--- config.mk ---
export PLATFORM = sky130hd
export DESIGN_NAME = pipe_stage_reg_flat
export DESIGN_NICKNAME = d
export VERILOG_FILES = /design/src/rtl/pipe_stage_reg_if.sv /design/src/rtl/pipe_stage_reg.sv /design/src/flat_wrapper.sv
export SDC_FILE = /design/constraint.sdc
export NUM_CORES = 1
export LEC_CHECK = 0
export CORE_UTILIZATION = 38
export DETAILED_ROUTE_END_ITERATION = 8
export GPL_ROUTABILITY_DRIVEN = 0
export PLACE_DENSITY_LB_ADDON = 0.25
export SKIP_CTS_REPAIR_TIMING = 1
export SLEW_MARGIN = 20
export SYNTH_ARGS = -nofsm -noshare
export SYNTH_HDL_FRONTEND = slang
export SYNTH_SLANG_ARGS = --single-unit
--- constraint.sdc ---
create_clock -name clk -period 4.2 [get_ports clk]
set_input_delay 1.05 -clock clk [delete_from_list [all_inputs] [get_ports clk]]
set_output_delay 1.05 -clock clk [all_outputs]
set_load 0.05 [all_outputs]
--- src/rtl/pipe_stage_reg_if.sv ---
// Handshake bundle for pipe_stage_reg: upstream valid/ready/data, flush,
// downstream valid/ready/data and the back-pressure counter.
interface pipe_stage_reg_if #(
    parameter int DATA_W = 39,
    parameter int CNT_W  = 8
);
    logic              in_valid;
    logic              in_ready;
    logic [DATA_W-1:0] in_data;
    logic              flush;
    logic              out_valid;
    logic              out_ready;
    logic [DATA_W-1:0] out_data;
    logic [CNT_W-1:0]  stall_cnt;

    modport master (
        output in_valid, in_data, flush, out_ready,
        input  in_ready, out_valid, out_data, stall_cnt
    );

    modport slave (
        input  in_valid, in_data, flush, out_ready,
        output in_ready, out_valid, out_data, stall_cnt
    );
endinterface

--- src/rtl/pipe_stage_reg.sv ---
// Pipeline stage register with flush and a saturating stall counter.
// Define PIPE_STAGE_SKID_EN for a 2-entry skid buffer with registered in_ready.
module pipe_stage_reg #(
    parameter int DATA_W = 39,
    parameter int CNT_W  = 8
) (
    input logic             clk,
    input logic             rst,
    pipe_stage_reg_if.slave bus
);
    localparam logic [CNT_W-1:0] CNT_MAX = '1;

    logic              out_valid_c;
    logic              in_ready_c;
    logic              in_fire;
    logic              out_fire;
    logic [DATA_W-1:0] head_q;
    logic [CNT_W-1:0]  stall_q;

    assign in_fire  = bus.in_valid && in_ready_c && !bus.flush;
    assign out_fire = out_valid_c && bus.out_ready;

`ifdef PIPE_STAGE_SKID_EN
    typedef enum logic [1:0] {EMPTY, ONE, TWO} state_t;

    state_t            state_q;
    state_t            state_d;
    logic [DATA_W-1:0] skid_q;
    logic              ready_q;

    // ready_q resets high so in_ready rises as soon as rst is released
    always_ff @(posedge clk) begin
        if (!rst) begin
            state_q <= EMPTY;
            ready_q <= 1'b1;
        end else begin
            state_q <= state_d;
            ready_q <= (state_d != TWO);
        end
    end

    always_comb begin
        state_d = state_q;
        if (bus.flush) begin
            state_d = EMPTY;
        end else begin
            case (state_q)
                EMPTY: if (in_fire) state_d = ONE;
                ONE: begin
                    if (in_fire && !out_fire)      state_d = TWO;
                    else if (!in_fire && out_fire) state_d = EMPTY;
                end
                TWO:     if (out_fire) state_d = ONE;
                default: state_d = EMPTY;
            endcase
        end
    end

    always_comb begin
        out_valid_c = (state_q != EMPTY);
        in_ready_c  = ready_q && rst;
    end

    // head_q is always the oldest entry; skid_q only holds the second one
    always_ff @(posedge clk) begin
        if (!rst) begin
            head_q <= '0;
            skid_q <= '0;
        end else if (!bus.flush) begin
            case (state_q)
                EMPTY: if (in_fire) head_q <= bus.in_data;
                ONE: begin
                    if (in_fire && out_fire) head_q <= bus.in_data;
                    else if (in_fire)        skid_q <= bus.in_data;
                end
                TWO:     if (out_fire) head_q <= skid_q;
                default: ;
            endcase
        end
    end
`else
    typedef enum logic {EMPTY, FULL} state_t;

    state_t state_q;
    state_t state_d;

    always_ff @(posedge clk) begin
        if (!rst) state_q <= EMPTY;
        else      state_q <= state_d;
    end

    always_comb begin
        state_d = state_q;
        if (bus.flush)                                       state_d = EMPTY;
        else if (state_q == EMPTY && in_fire)                state_d = FULL;
        else if (state_q == FULL && out_fire && !in_fire)    state_d = EMPTY;
    end

    always_comb begin
        out_valid_c = (state_q == FULL);
        in_ready_c  = rst && (!out_valid_c || bus.out_ready);
    end

    always_ff @(posedge clk) begin
        if (!rst)         head_q <= '0;
        else if (in_fire) head_q <= bus.in_data;
    end
`endif

    always_ff @(posedge clk) begin
        if (!rst)
            stall_q <= '0;
        else if (out_valid_c && !bus.out_ready && !bus.flush && stall_q != CNT_MAX)
            stall_q <= stall_q + 1'b1;
    end

    assign bus.in_ready  = in_ready_c;
    assign bus.out_valid = out_valid_c;
    assign bus.out_data  = head_q;
    assign bus.stall_cnt = stall_q;
endmodule

--- src/flat_wrapper.sv ---
// flat-port wrapper written by rule: the top's interface ports become plain ports
module pipe_stage_reg_flat 
#(
    parameter int DATA_W = 39,
    parameter int CNT_W  = 8
)
  (clk, rst, bus_in_valid, bus_in_data, bus_flush, bus_out_ready, bus_in_ready, bus_out_valid, bus_out_data, bus_stall_cnt);
  pipe_stage_reg_if #(.DATA_W(DATA_W), .CNT_W(CNT_W)) bus_i ();
  input logic clk;
  input logic rst;
  input wire logic [$bits(bus_i.in_valid)-1:0] bus_in_valid;
  input wire logic [$bits(bus_i.in_data)-1:0] bus_in_data;
  input wire logic [$bits(bus_i.flush)-1:0] bus_flush;
  input wire logic [$bits(bus_i.out_ready)-1:0] bus_out_ready;
  output wire logic [$bits(bus_i.in_ready)-1:0] bus_in_ready;
  output wire logic [$bits(bus_i.out_valid)-1:0] bus_out_valid;
  output wire logic [$bits(bus_i.out_data)-1:0] bus_out_data;
  output wire logic [$bits(bus_i.stall_cnt)-1:0] bus_stall_cnt;
  assign bus_i.in_valid = bus_in_valid;
  assign bus_i.in_data = bus_in_data;
  assign bus_i.flush = bus_flush;
  assign bus_i.out_ready = bus_out_ready;
  assign bus_in_ready = bus_i.in_ready;
  assign bus_out_valid = bus_i.out_valid;
  assign bus_out_data = bus_i.out_data;
  assign bus_stall_cnt = bus_i.stall_cnt;
  pipe_stage_reg #(.DATA_W(DATA_W), .CNT_W(CNT_W)) u_core (.clk(clk), .rst(rst), .bus(bus_i));
endmodule
# Yosys cells after proc, flatten, opt, wreduce, memory -nomap -nowiden
# Cells that the tools add are included.
# word_totals
inputBits,44
reg_bits,48
elab_cells,26
output_inout_bits,49
# classes
mux,2
n_eq_ne,1
reduce_logical,17
n_addsub,1
bitwise_logic,2
# op_table
cell,n
1-bit logical AND,10
"8-bit by 1-bit adder with 8-bit output, second input constant",1
"8-bit inequality test, second input constant",1
1-bit zero test,4
1-bit two-way mux,2
1-bit NOT,2
2-bit nonzero test,1
2-bit OR reduction,1
1-bit logical OR,1

# Logic depth before layout (Yosys ltp)
# depth
depth_word,9
ltp_mapped,6
ltp_nobuf,5

# Worst setup path after synthesis
# Ideal clock, no wire load.
# synth_path
path_type,input to output
startpoint,input port rst
endpoint,output port bus_in_ready
path_slack_ns,1.221
path_buffers,2
t_required_ns,3.150
t_arrival_ns,1.929
stages,3
cell_sequence,clkbuf_1 > clkbuf_1 > and2_1
# synth_via
elab_chain_cells,1
# synth_lines
element,line,text
"start, declared",flat_wrapper.sv:10,input logic rst;
1-bit logical AND,pipe_stage_reg.sv:101,in_ready_c = rst && (!out_valid_c || bus.out_ready);
"end, declared",flat_wrapper.sv:15,output wire logic [$bits(bus_i.in_ready)-1:0] bus_in_ready;
# Every way passes these cells.

# Final worst setup path
# layout_path
startpoint,input port bus_out_ready
endpoint,output port bus_in_ready
# layout_via
elab_chain_cells,2
# layout_lines
element,line,text
"start, declared",flat_wrapper.sv:14,input wire logic [$bits(bus_i.out_ready)-1:0] bus_out_ready;
1-bit logical OR,pipe_stage_reg.sv:101,
1-bit logical AND,pipe_stage_reg.sv:101,
# Every way passes these cells.

==> summary.txt <==
Setup path
  • WP depth: 4
  • R2r endpoint: u_core.bus.stall_cnt[7]
  • FF-to-FF setup slack: 2.55 ns
  • CP max stage cell: clkdlybuf4s50_1
  • Critical path type: in -> out
  • Worst-path cell chain: clkdlybuf4s50_1, nand2b_1, and2_1, buf_12
  • Worst r2r path cells: 5
  • CP startpoint kind: primary input
  • CP delay by family, top: buffers and inverters
  • Max stage delay on crit path: 0.54 ns
  • Critical Path Start: bus_out_ready
  • Crit end category: output port
  • Worst path bufs/invs: 2
  • Arr. time, crit path: between 2 and 2.5 ns
  • Worst r2r src: u_core.bus.stall_cnt[0]
  • Crit-path max FO: 4
  • Worst setup path endpoint: bus_in_ready
  • Worst EP required: 3.15 ns

Final layout
  • Area grow syn2layout: 59.05%
  • Most common cell after layout, fill and taps aside: clkdlybuf4s50_1
  • Diode count: 0
  • Final std cells w/o fill: roughly 380
  • Commonest non-fill, non-tap cells in the layout: clkdlybuf4s50_1, nand2_1, dfxtp_1
  • Share of cells above drive strength 1: 5.195%
  • Filler cells: 455
  • Layout Nets: approximately 350

Synthesis
  • Synth warnings: 0
  • Syn Nets: 261
  • Main synth FF type: dfxtp_1
  • Synthesized area: 0.001879 mm²
  • Ys async rst share: 0%
  • Number of synthesized flops with an enable pin: 0
  • Mean Syn Cell Area: roughly 8.7 µm²
  • Sequential share of the synthesized area: 51.13%
  • #FFs+latches synth: 48
  • Post-synth cell types: 27
  • Post-Syn Instances: 216

STA
  • Final worst-path cycle share: 75.00%
  • Final Setup Violations: 0
  • Max Slew Vio Count: 0
  • Setup TNS Final: 0 ns
  • Worst slew pin tran: 0.5250 ns
  • Post-layout min period: 3.150 ns
  • RSZ-0062 raised after global routing: false
  • Fin. Hold Viols: 0
  • Worst relative slew slack: between 60% and 70%
  • Worst clock skew: 0.004054 ns
  • Maximum clock frequency: 317.5 MHz

Status
  • Outcome: finished, final reports clean

Job
  • Max Cap Viol: 0

Pwr
  • P per Cell Area: 320.5 mW/mm²
  • Worst vdd ir: roughly 300 µV
  • Leakage power: about 1.0 nW

Clocking
  • Root Buffer: clkbuf_8
  • Num CTS Buffers: 5
  • TritonCTS clock tree: built
  • H-tree depth: 2
  • CTS Sinks: 48
  • Clock Latency Late Sink: 0.29 ns
  • Clock transition at path regs: 0.08 ns
  • CTS Buffer Depth: 2

GRT
  • Largest net degree at the start of global routing: 49
  • First-pass GRT wire length: 7.217 mm
  • Tot GR Track Use: 17.63%
  • Vias in the first global route: ~1700
  • GR Overflow Total: 0
  • Antenna violations before repair: 0

Drt
  • Final ANT Viol Nets: 0
  • Final wirelength: 4.369 mm
  • Wirelength per Cell: 11.65 µm
  • DR pass1 iterations: 4
  • Via count: 1746
  • Via-to-Cell Ratio: around 4.7
  • DR DRC count: 0
  • Drt first-iter violations: 95

Die
  • Die X-Extent: 72.33 µm
  • Die Area: 0.005231 mm²
  • # rows: 25
  • Starting density of the core: 39.53%
  • Die Span Y: 72.33 µm
  • Num ports: 93
  • Core area: 0.004755 mm²

Placement
  • HPWL Detailed: 3.008 mm
  • Placed insts: 367
  • Port Buffers: 92

Hold path
  • Hold Crit Class: reg -> reg
==> routing by layer <==
metal	wire length, µm	GRT usage [%]	share of wire [%]	up-vias
met5	0	0	0	-
met4	56	5.882	1.3	0
met3	373	6.528	8.5	6
met2	2098	30.74	48	57
met1	1841	19.79	42	791
li1	-	-	-	892
==> cell type report <==
| class | instances | area [µm²] | share of cell area (%) |
|---|---|---|---|
| tap | 67 | 83.83 | 2.805 |
| timing repair buffer | 97 | 968.4 | 32.40 |
| clock inverter | 3 | 42.54 | 1.423 |
| inverter | 1 | 3.754 | 0.1256 |
| sequential | 48 | 960.9 | 32.15 |
| multi-input combinational | 154 | 860.8 | 28.80 |
| clock buffer | 5 | 68.82 | 2.302 |
==> tightest hold or removal path: stages (launching register included) <==
cell and delay [ns]:
dfxtp_1 0.31, nand2_1 0.04, a21boi_0 0.06
==> flip-flops by register name, indices dropped and copies added (netlist names) <==
register              cells
u_core.bus.out_valid      1
u_core.bus.stall_cnt      8
u_core.bus.out_data      39
==> stage by stage <==
stage | power (mW) | hold WS, ns | cell area (µm²) | setup WS [ns] | util (%)
final | 0.9580 | 0.4637 | 2989 | 1.050 | 62.87
after floorplan | 0.5638 | 0.6747 | 1879 | 1.221 | -
after global routing | 1.000 | 0.4864 | 2989 | 1.005 | 62.87
after CTS | 0.9718 | 0.4682 | 2989 | 1.051 | 62.87
after detailed placement | 0.6414 | 0.4558 | 2878 | 1.052 | 60.53
after global placement | 0.6406 | 0.4495 | 2878 | 1.070 | 60.53
==> how the worst min path moves through the flow <==
stage                            startpoint                 endpoint  slack, ns  cells after the start
floorplan           u_core.bus.out_data[26]  u_core.bus.out_data[26]       0.67                      2
global placement    u_core.bus.out_data[35]  u_core.bus.out_data[35]       0.45                      2
detailed placement  u_core.bus.out_data[22]  u_core.bus.out_data[22]       0.46                      2
CTS                 u_core.bus.out_data[22]  u_core.bus.out_data[22]       0.47                      2
global route        u_core.bus.out_data[22]  u_core.bus.out_data[22]       0.49                      2
finish              u_core.bus.out_data[22]  u_core.bus.out_data[22]       0.46                      2
==> cell families after synthesis <==
logic type / Yosys count / synth area share [%]
AND/OR/NAND/NOR: 100 / 23.50
AO/OA/AOI/OAI: 48 / 19.24
flip-flops: 48 / 51.13
buffers and inverters: 14 / 3.062
XOR/XNOR: 4 / 1.865
multiplexers: 1 / 0.5326
adder cells (fa/ha/maj): 1 / 0.6657
==> report_power, final <==
part           internal [mW]  switching (mW)
Clock                  0.176           0.152
Sequential             0.468         0.00625
Combinational         0.0737          0.0818
==> cell usage after synthesis (all sizes together) (2+ instances only) <==
library cell | instances | share of area [%]
a21boi | 42 | 17
and2 | 5 | 1.7
buf | 4 | 1.1
clkbuf | 9 | 1.8
dfxtp | 48 | 51
nand2 | 80 | 16
nand3 | 3 | 0.80
nand4 | 2 | 0.67
o21a | 2 | 0.80
o31ai | 2 | 0.80
or4 | 2 | 0.80
xnor2 | 3 | 1.4
Power figures use the tool's default switching activity.
